$ cat src/rtl/pack_pkg.sv
// Shared sizing and state encoding for the nibble packer.
package pack_pkg;
    localparam int NIB_W   = 4;
    localparam int NIBBLES = 4;
    localparam int WORD_W  = NIB_W * NIBBLES;
    localparam int SLOT_W  = $clog2(NIBBLES);

    typedef enum logic {
        FILL = 1'b0,
        HOLD = 1'b1
    } pack_state_t;
endpackage

$ cat src/rtl/nibble_demux.sv
// Slot index to one-hot nibble write enable; inverse of the readout nibble selector.
module nibble_demux
    import pack_pkg::*;
(
    input  logic [SLOT_W-1:0]  slot,
    input  logic               accept,
    output logic [NIBBLES-1:0] wr_en
);
    always_comb begin
        wr_en = '0;
        if (accept) begin
            wr_en[slot] = 1'b1;
        end
    end
endmodule

$ cat src/rtl/nibble_packer.sv
// Assembles NIBBLES nibbles (slot 0 first) into one word and holds it until taken.
//
// state | meaning
// FILL  | accepting nibbles into word register, word_valid low
// HOLD  | word complete, inputs ignored until consumer handshake
module nibble_packer
    import pack_pkg::*;
(
    input  logic              clk,
    input  logic              rst_n,
    input  logic              clear,
    input  logic [NIB_W-1:0]  nib_in,
    input  logic              nib_valid,
    output logic              nib_ready,
    output logic [SLOT_W-1:0] slot,
    output logic [WORD_W-1:0] word_out,
    output logic              word_valid,
    input  logic              word_ready
);
    pack_state_t        state_q, state_d;
    logic [SLOT_W-1:0]  slot_q;
    logic [WORD_W-1:0]  word_q;
    logic [NIBBLES-1:0] wr_en;
    logic               accept;
    logic               take;
    logic               last_slot;

    assign accept    = (state_q == FILL) && nib_valid;
    assign take      = (state_q == HOLD) && word_ready;
    assign last_slot = (slot_q == SLOT_W'(NIBBLES - 1));

    nibble_demux u_demux (
        .slot   (slot_q),
        .accept (accept),
        .wr_en  (wr_en)
    );

    always_comb begin
        state_d = state_q;
        if (clear) begin
            state_d = FILL;
        end else begin
            case (state_q)
                FILL:    if (accept && last_slot) state_d = HOLD;
                HOLD:    if (take) state_d = FILL;
                default: state_d = FILL;
            endcase
        end
    end

    always_ff @(posedge clk or negedge rst_n) begin
        if (!rst_n) begin
            state_q <= FILL;
        end else begin
            state_q <= state_d;
        end
    end

    // Clear wins over an accept in the same cycle, so the offered nibble is dropped.
    always_ff @(posedge clk or negedge rst_n) begin
        if (!rst_n) begin
            slot_q <= '0;
            word_q <= '0;
        end else if (clear) begin
            slot_q <= '0;
            word_q <= '0;
        end else begin
            if (accept) begin
                slot_q <= slot_q + SLOT_W'(1);
            end
            for (int k = 0; k < NIBBLES; k++) begin
                if (wr_en[k]) begin
                    word_q[k*NIB_W +: NIB_W] <= nib_in;
                end
            end
        end
    end

    assign nib_ready  = (state_q == FILL);
    assign word_valid = (state_q == HOLD);
    assign slot       = slot_q;
    assign word_out   = word_q;
endmodule

$ cat config.mk
export PLATFORM = sky130hd
export DESIGN_NAME = nibble_packer
export DESIGN_NICKNAME = d
export VERILOG_FILES = /design/src/rtl/pack_pkg.sv /design/src/rtl/nibble_demux.sv /design/src/rtl/nibble_packer.sv
export SDC_FILE = /design/constraint.sdc
export NUM_CORES = 1
export LEC_CHECK = 0
export BUFFER_PORTS_ARGS = -buffer_cell sky130_fd_sc_hd__buf_2
export CELL_PAD_IN_SITES_DETAIL_PLACEMENT = 1
export CELL_PAD_IN_SITES_GLOBAL_PLACEMENT = 2
export CORE_UTILIZATION = 33
export CTS_CLUSTER_SIZE = 20
export DETAILED_ROUTE_END_ITERATION = 10
export HOLD_SLACK_MARGIN = 0.12
export PLACE_DENSITY = 0.8
export SLEW_MARGIN = 20
export SYNTH_ARGS = -nofsm -noshare
export SYNTH_HDL_FRONTEND = slang
export SYNTH_SLANG_ARGS = --single-unit
$ cat constraint.sdc
create_clock -name clk -period 2.1 [get_ports clk]
set_input_delay 0.21 -clock clk [delete_from_list [all_inputs] [get_ports clk]]
set_output_delay 0.21 -clock clk [all_outputs]
set_load 0.005 [all_outputs]
---- Word level (Yosys, flattened, before mapping) ----
Cells that the tools add are included.
storage, ports and cells
  bits in registers ....................... 19
  bits of input ports ..................... 9
  output and inout bits ................... 20
  logic and storage cells ................. 34
operators by class
  $add $sub $neg .......................... 1
  $lt $le $gt $ge ......................... 2
  eq/ne operators ......................... 1
  mux-type cells .......................... 14
  bitwise gates (word level) .............. 1
  reductions and logical operators ........ 9
operators with widths
  operator                                                            count
  2-to-1 mux 4 bit                                                    5
  2-to-1 mux 16 bit                                                   1
  nonzero test 2 bit                                                  5
  logical AND 1 bit                                                   4
  2-to-1 mux 1 bit                                                    4
  2-to-1 mux 2 bit                                                    2
  < comparator 2 x 3 -> 1 bit (second input constant)                 1
  adder 2 x 1 -> 2 bit (second input constant)                        1
  demux 1 bit (select 2 bit)                                          1
  == test 2 bit (second input constant)                               1
  greater-or-equal comparator 2 x 1 -> 1 bit (second input constant)  1
  one-hot mux 1 bit (2 select lines)                                  1
  inverter 1 bit                                                      1

---- Logic depth before layout (Yosys ltp) ----
Gate-level depths: netlist of the first run.
  depth after elaboration ................. 7
  gate-level depth with buffers ........... 5
  depth with buffers taken out ............ 5

---- Cells and area by module ----
A second synthesis of the first run with hierarchy kept.
unflattened totals
  cells, all modules ...................... 73
  area, all modules ....................... 862.1 µm²
modules (own cells, without submodules)
  module         instances  cells an instance  area an instance (µm²)  seq. area each (µm²)
  nibble_packer  1          69                 824.5                   475.5
  nibble_demux   1          4                  37.5                    0.0

---- Worst setup path before layout of the first run ----
OpenSTA, ideal clock, no wires.
  kind .................................... flip-flop to flip-flop
  from .................................... register slot_q[0], in the netlist slot[0]
  to ...................................... register word_q[1], in the netlist word_out[1]
  library setup time ...................... 122 ps
  arrival ................................. 1051 ps
  path slack .............................. 927 ps
  stages on the path, launching flop included .. 6
  buffers on the path ..................... 0
  cells stage by stage .................... dfrtp_1 > inv_1 > ha_1 > nand3b_2 > mux2i_1 > nor2_1
on the way
  word-level cells in the longest chain between the ends .. 6
  elaborated cells on any way between the ends .. 7
RTL lines
  element                                                                                                                 RTL line             RTL
  start, declared                                                                                                         nibble_packer.sv:21  logic [SLOT_W-1:0] slot_q;
  start signal, assigned                                                                                                  nibble_packer.sv:69  slot_q <= slot_q + SLOT_W'(1);
  < comparator 2 x 3 -> 1 bit (implied by the code) / greater-or-equal comparator 2 x 1 -> 1 bit (equally long branches)  nibble_demux.sv:12   wr_en[slot] = 1'b1;
  logical AND 1 bit (implied by the code)                                                                                 nibble_demux.sv:12
  2-to-1 mux 1 bit (implied by the code)                                                                                  nibble_demux.sv:12
  demux 1 bit (select 2 bit) *                                                                                            n/a
  2-to-1 mux 4 bit *                                                                                                      nibble_demux.sv:11   if (accept) begin
  nonzero test 2 bit (no line) *                                                                                          n/a
  end signal, assigned by index                                                                                           nibble_packer.sv:73  word_q[k*NIB_W +: NIB_W] <= nib_in;
  end, declared                                                                                                           nibble_packer.sv:22  logic [WORD_W-1:0] word_q;
Every way passes the cells marked *; elsewhere a longest branch is shown, timed or not.
A chain may end at the register's enable or synchronous reset.

---- Worst setup path after layout of the first run ----
  from .................................... register slot_q[1], in the netlist slot[1]
  to ...................................... register word_q[6], in the netlist word_out[6]
Same word-level chain as after synthesis.

==> results.ini, run 1 <==
[synth]
synth_top_family_by_area = multiplexers
syn_area_sq_um = 880
ys_seq_area_frac = 0.541
synth-simple-area-share = 0.156
yosys_warnings = 0
synth_mux_area_frac = 0.193
synthCells = 72
avgSynthCellArea_sq_um = 12.2
ys_ff_latch = 19
synth_cell_types = 14
syn_nets = 85
synth-xor-area-share = 0.00996
synth_compound_area_frac = 0.00569
synthAdderAreaFrac = 0.0569

[setup_path]
crit_fanout = 5
crit_path_start_kind = flip-flop
end_kind = flip-flop
crit_slowest_cell = dfrtp_1
max_stage_delay_ps = 440
timing.critical_path.cells = inv_1 -> ha_1 -> nand3b_2 -> mux2i_1 -> nor2_1
rr_worst_depth = 5
worstSetupPathType = reg2reg
crit_required_ps = 2280
arrival_ps = 1490

[sta]
final_hold_viol_count = 0
fin_crit_ps = 1310
grt_setup_unrepaired = no
clock_skew_ps = 6.51
final_max_slew_viol_count = 0
fin_crit_sh = 0.625
max_freq_mhz = 762
worstMarginPinSlew_ps = 436
slew_headroom = 0.710
finalSetupViolCount = 0
fin_setup_tns_ps = 0

[die]
dieHeight_um = 53.6
num_rows = 18
die_x_um = 53.6
core_sq_mm = 0.00250
io_pins = 29
dieArea_sq_mm = 0.00288
initial_core_util = 0.352

[cells_and_area]
multiInputGateArea_sq_um = 372
register_area_sq_um = 475
num_antenna_cells = 0
area_delta_synth_final_pct = 21.9
nFillCells = 284
drive_above_1_share = 0.353
final_cells = 132
fin_nets = 116

[job]
drv_cap = 0

[power]
p_per_area_mw_per_mm2 = 637
power.leakage_nw = 0.674
irDropWorstVdd_mv = 0.334

[detailed_routing]
first_pass_iters = 2
via_per_inst = 4.75
dr.first_iter.drc_count = 1
wl_per_cell_um = 14.3
routed_wl_mm = 1.89
vias = 627
ant_nets = 0
drcViolationCount = 0

[place]
dp_hpwl_mm = 1.40
dp_cells = 127
gp_congestion = 0.649
portBuffers = 28

[clock_network]
clk_latency_ps = 290
h-tree-depth = 1
cts_sinks = 19
clock-root-buffer = clkbuf_4
cts_tree = done
clk_pin_slew_ps = 110
cts.path.max_buffers = 2
cts_buffers = 3

[grt]
grt_pass1_vias = 591
grt_pass1_wl_mm = 3.04
grtUsageTotal = 0.156
overflow = 0
grt_max_degree = 20
antenna_found_initial = 0

[worst_hold_path]
hp-class = in2reg
hold_path_depth = 3

[run_status]
status = finished, final reports clean

-- critical path, delay by kind of cell (launching register included) --
family | cells | cell delay [ps]
simple gates | 2 | 250
mux | 1 | 210
flops | 1 | 440
buf+inv | 1 | 90
fa+ha+maj | 1 | 200
-- sequential cells by signal, indices dropped and copies added (netlist names) --
name and cells:
word_out 16, slot 2, word_valid 1
-- worst paths after layout --
check	from	to	slack (ps)
setup reg to reg	slot[1]	word_out[6]	790
hold reg to reg	word_out[1]	word_out[1]	530
setup / recovery	slot[1]	word_out[6]	790
min in group asynchronous	rst_n	word_out[13]	390
max in group asynchronous	rst_n	word_out[3]	1400
hold / removal	word_ready	word_valid	170
-- metrics by stage --
stage / power, W / hold WS [ps] / util / setup slack [ps] / area, sq um
after floorplan: 0.000462 / -85.6 / - / 927 / 880
after detailed placement: 0.000508 / 177 / 0.414 / 782 / 1040
after CTS: 0.000697 / 163 / 0.429 / 770 / 1070
after global placement: 0.000504 / 173 / 0.414 / 837 / 1040
final: 0.000683 / 173 / 0.429 / 787 / 1070
after global routing: 0.000720 / 203 / 0.429 / 669 / 1070
-- synthesized netlist by cell type --
master | count | area share
buf_6 | 1 | 0.013
or2b_1 | 1 | 0.0085
mux2i_1 | 17 | 0.19
and2b_2 | 1 | 0.010
a21oi_1 | 1 | 0.0057
buf_2 | 1 | 0.0057
xnor2_1 | 1 | 0.010
clkbuf_2 | 1 | 0.0057
nand3b_4 | 1 | 0.023
nor2_1 | 18 | 0.077
dfrtp_1 | 19 | 0.54
ha_1 | 4 | 0.057
inv_1 | 3 | 0.013
nand3b_2 | 3 | 0.038
-- logic make-up (layout without fill, tap and decap cells) --
kind of cell    Yosys count  after routing
simple gates             24             24
fa+ha+maj                 4              4
xor+xnor                  1              1
mux                      17             17
compound gates            1              1
flops                    19             19
buf+inv                   6             36
-- routing by layer --
layer,global-route usage,vias up,routed length (um)
met5,0,-,0
met4,0.0526,0,13
met3,0.0339,2,63
met2,0.217,16,832
met1,0.235,315,981
li1,-,294,-
-- layout by cell type (no fill, tap or decap) --
cell            n
xnor2_1         1
mux2i_1        17
clkbuf_1        1
dfrtp_1        19
dlygate4sd3_1   1
nand3b_2        3
a21oi_1         1
inv_1           3
nand3b_4        1
and2b_2         1
ha_1            4
or2b_1          1
nor2_1         18
clkbuf_4        3
buf_2          28
-- what timing repair did --
| action | in CTS | in global routing |
|---|---|---|
| buffers inserted | 0 | 0 |
| hold buffers | 1 | 0 |
| hold endpoints to repair | 19 | 0 |
| resized for setup | 0 | 0 |
| endpoints found under the setup margin | 0 | 0 |
-- power by group --
| part | total (W) | internal (W) | switching (W) |
|---|---|---|---|
| Combinational | 0.000105 | 0.0000475 | 0.0000578 |
| Clock | 0.000184 | 0.0000738 | 0.000110 |
| Sequential | 0.000394 | 0.000382 | 0.0000127 |
-- area by class of cell --
cell class	count	area share
clock buffers	4	0.0245
flip-flops and latches	19	0.443
inverters	3	0.0105
repair buffers	29	0.140
multi-input cells	47	0.347
well taps	30	0.0350
Power figures use the tool's default switching activity.
==> run 2, diff against run 1 <==
--- a/config.mk
+++ b/config.mk
@@ -5,14 +5,15 @@
 export SDC_FILE = /design/constraint.sdc
 export NUM_CORES = 1
 export LEC_CHECK = 0
+export ABC_AREA = 1
 export BUFFER_PORTS_ARGS = -buffer_cell sky130_fd_sc_hd__buf_2
 export CELL_PAD_IN_SITES_DETAIL_PLACEMENT = 1
 export CELL_PAD_IN_SITES_GLOBAL_PLACEMENT = 2
-export CORE_UTILIZATION = 33
+export CORE_UTILIZATION = 24
 export CTS_CLUSTER_SIZE = 20
 export DETAILED_ROUTE_END_ITERATION = 10
 export HOLD_SLACK_MARGIN = 0.12
-export PLACE_DENSITY = 0.8
+export PLACE_DENSITY = 0.7
 export SLEW_MARGIN = 20
 export SYNTH_ARGS = -nofsm -noshare
 export SYNTH_HDL_FRONTEND = slang
==> constraint.sdc (replaced) <==
create_clock -name clk -period 1.1 [get_ports clk]
set_input_delay 0.11 -clock clk [delete_from_list [all_inputs] [get_ports clk]]
set_output_delay 0.11 -clock clk [all_outputs]
set_load 0.005 [all_outputs]
==> run 2 against run 1 <==
Against the previous run: the flow now finishes with violations (negative setup slack); wire length is 55% higher; final cell count is 50% higher; maximum frequency is 13% higher; register-to-register slack worse by 850 ps; critical endpoint is now word_out[13]; via count is 43% higher; final area is 34% higher; critical path depth is 1 higher; power is 120% higher; die area is 35% higher; clock power is 96% higher; largest power group unchanged; first-iteration DRC count grew to 12 times the previous value.
==> results.ini, run 2 <==
[sta]
final_hold_viol_count = 0  ; unchanged
worstMarginPinSlew_ps = 493  ; was 436 ps
fin_crit_ps = 1160  ; was 1310 ps
final_max_slew_viol_count = 0  ; unchanged
grt_setup_unrepaired = yes  ; was no
slew_headroom = 0.670  ; was 0.710
finalSetupViolCount = 15  ; was 0
setup_slack_ps = -59.6  ; was 787 ps
clock_skew_ps = 4.94  ; was 6.51 ps
fin_hold_ws_ps = 181  ; was 173 ps
max_freq_mhz = 862  ; was 762 MHz
fin_crit_sh = 1.05  ; was 0.625

[synth]
async_flop_share = 1.00  ; unchanged
yosys_warnings = 0  ; unchanged
avgSynthCellArea_sq_um = 8.37  ; was 12.2 sq um
ys_seq_area_frac = 0.546  ; was 0.541
yosysTopAreaCell = dfrtp_1  ; unchanged
yosysMostFrequentCell = nand2_1  ; was dfrtp_1
synth_cell_types = 10  ; was 14
synthTopCellsByCount = nand2_1 (37), nand3_1 (23), dfrtp_1 (19)  ; was dfrtp_1 (19), nor2_1 (18), mux2i_1 (17)
synth_top_area_frac = 0.546  ; was 0.541
syn_nets = 117  ; was 85
ys_ff_latch = 19  ; unchanged
synth_ff_type = dfrtp_1  ; unchanged
syn_area_sq_um = 871  ; was 880 sq um
synthCells = 104  ; was 72
synth.area.top_cells = dfrtp_1 (55%), nand2_1 (16%), nand3_1 (13%)  ; was dfrtp_1 (54%), mux2i_1 (19%), nor2_1 (7.7%)
synth_edf_count = 0  ; unchanged

[die]
io_pins = 29  ; unchanged
initial_core_util = 0.255  ; was 0.352
num_rows = 21  ; was 18
die_x_um = 62.2  ; was 53.6 um
core_sq_mm = 0.00342  ; was 0.00250 sq mm
dieHeight_um = 62.2  ; was 53.6 um
dieArea_sq_mm = 0.00387  ; was 0.00288 sq mm

[grt]
antenna_found_initial = 0  ; unchanged
grtUsageTotal = 0.149  ; was 0.156
overflow = 0  ; unchanged
grt_max_degree = 20  ; unchanged
grt_pass1_wl_mm = 4.44  ; was 3.04 mm
grt_pass1_vias = 916  ; was 591

[cells_and_area]
fin_nets = 166  ; was 116
final_cells = 198  ; was 132
area_delta_synth_final_pct = 65.2  ; was 21.9%
layout_common_cells = nand2_1 (29), buf_2 (25), dfrtp_1 (17)  ; was buf_2 (28), dfrtp_1 (19), nor2_1 (18)
largest_reg_flops = 16  ; unchanged
num_antenna_cells = 0  ; unchanged
final_common_cell = nand2_1  ; was buf_2
drive_above_1_share = 0.500  ; was 0.353

[detailed_routing]
vias = 899  ; was 627
via_per_inst = 4.54  ; was 4.75
first_pass_iters = 3  ; was 2
wl_per_cell_um = 14.8  ; was 14.3 um
drcViolationCount = 0  ; unchanged
dr.first_iter.drc_count = 12  ; was 1
routed_wl_mm = 2.94  ; was 1.89 mm
ant_nets = 0  ; unchanged

[power]
irDropWorstVdd_mv = 0.694  ; was 0.334 mV
p_per_area_mw_per_mm2 = 1040  ; was 637 mW/mm^2
power.leakage_nw = 0.763  ; was 0.674 nW

[setup_path]
crit_required_ps = 1340  ; was 2280 ps
crit_path_start_kind = flip-flop  ; unchanged
crit_fanout = 5  ; unchanged
end_kind = flip-flop  ; unchanged
worstSetupPathType = reg2reg  ; unchanged
arrival_ps = 1400  ; was 1490 ps

[run_status]
violations = negative setup slack
status = complete, but fails checks  ; was finished, final reports clean

[clock_network]
cts_sinks = 19  ; unchanged
cts_buffers = 3  ; unchanged
clk_pin_slew_ps = 110  ; about the same
h-tree-depth = 1  ; unchanged
cts.path.max_buffers = 2  ; unchanged
clock-root-buffer = clkbuf_4  ; unchanged
clk_latency_ps = 300  ; was 290 ps
cts_tree = done  ; unchanged

[place]
dp_cells = 186  ; was 127
dp_hpwl_mm = 1.89  ; was 1.40 mm
gp_congestion = 0.777  ; was 0.649
portBuffers = 28  ; unchanged

[worst_hold_path]
hp-class = in2reg  ; unchanged

[job]
drv_cap = 0  ; unchanged

run 2: cell count changes after synthesis, moves of 2 or more:
cell and delta:
mux2i_1 -17, nand3_1 +23, nand3b_2 -3, inv_1 +8
nand2_1 +37, o21ai_0 +2, nor2_1 -13
run 2: layout make-up:
type	count	area, sq um
Clock inverter	1	5.00
Fill cell	414	1980
Inverter	11	43.8
Clock buffer	3	22.5
Timing Repair Buffer	46	337
Multi-Input combinational cell	72	495
Sequential cell	19	478
Tap cell	46	57.6
run 2: worst paths after layout:
check,startpoint,end,slack [ps],cells after the start
max,slot[0],word_out[13],-60,6
min,nib_in[1],word_out[9],180,5
max reg2reg,slot[0],word_out[13],-60,6
min reg2reg,word_out[14],word_out[14],520,2
max in group asynchronous,rst_n,slot[1],490,2
min in group asynchronous,rst_n,word_out[5],270,2
run 2: timing repair:
item	4_1_cts	5_1_grt
buffers inserted	5	1
gates resized for setup	25	23
endpoints found under the hold margin	20	0
gates cloned	0	0
hold buffers	3	0
pin swaps	4	5
setup endpoints to repair	16	22
run 2: worst max-delay path: stages (launching register included):
cell	delay (ps)
dfrtp_2	480
buf_6	140
ha_4	150
nand3_4	80
buf_6	130
nand3_2	70
nand2_2	60
run 2: kinds of logic (layout without fill, tap and decap cells):
| group | after synthesis | after routing | synth area share |
|---|---|---|---|
| AO/OA/AOI/OAI | 3 | 3 | 0.0172 |
| buffers and inverters | 13 | 61 | 0.0661 |
| flip-flops | 19 | 19 | 0.546 |
| AND/OR/NAND/NOR | 65 | 65 | 0.313 |
| adder cells (fa/ha/maj) | 4 | 4 | 0.0575 |
run 2: through the flow:
stage | total power (W) | TNS [ps] | worst slack, ps | instance area, sq um | utilization
2_1_floorplan | 0.000897 | 0 | 2.99 | 878 | -
3_3_place_gp | 0.00104 | -1000 | -166 | 1150 | 0.336
3_5_place_dp | 0.00105 | -1330 | -172 | 1150 | 0.336
4_1_cts | 0.00147 | -179 | -22.4 | 1330 | 0.390
5_1_grt | 0.00158 | -1540 | -109 | 1440 | 0.421
6_report | 0.00150 | -592 | -59.6 | 1440 | 0.421
run 2: routing by layer:
| metal | up-vias | track usage | part of all wire |
|---|---|---|---|
| met4 | 0 | 0.0465 | 0.011 |
| met5 | - | 0 | 0 |
| met1 | 447 | 0.183 | 0.41 |
| met3 | 4 | 0.0368 | 0.031 |
| li1 | 429 | - | - |
| met2 | 19 | 0.255 | 0.54 |
run 2: power by group:
group / switching (W) / total (W) / internal, W
combinational: 0.000190 / 0.000358 / 0.000168
clock: 0.000225 / 0.000360 / 0.000135
sequential: 0.0000360 / 0.000782 / 0.000746
total: 0.000451 / 0.00150 / 0.00105
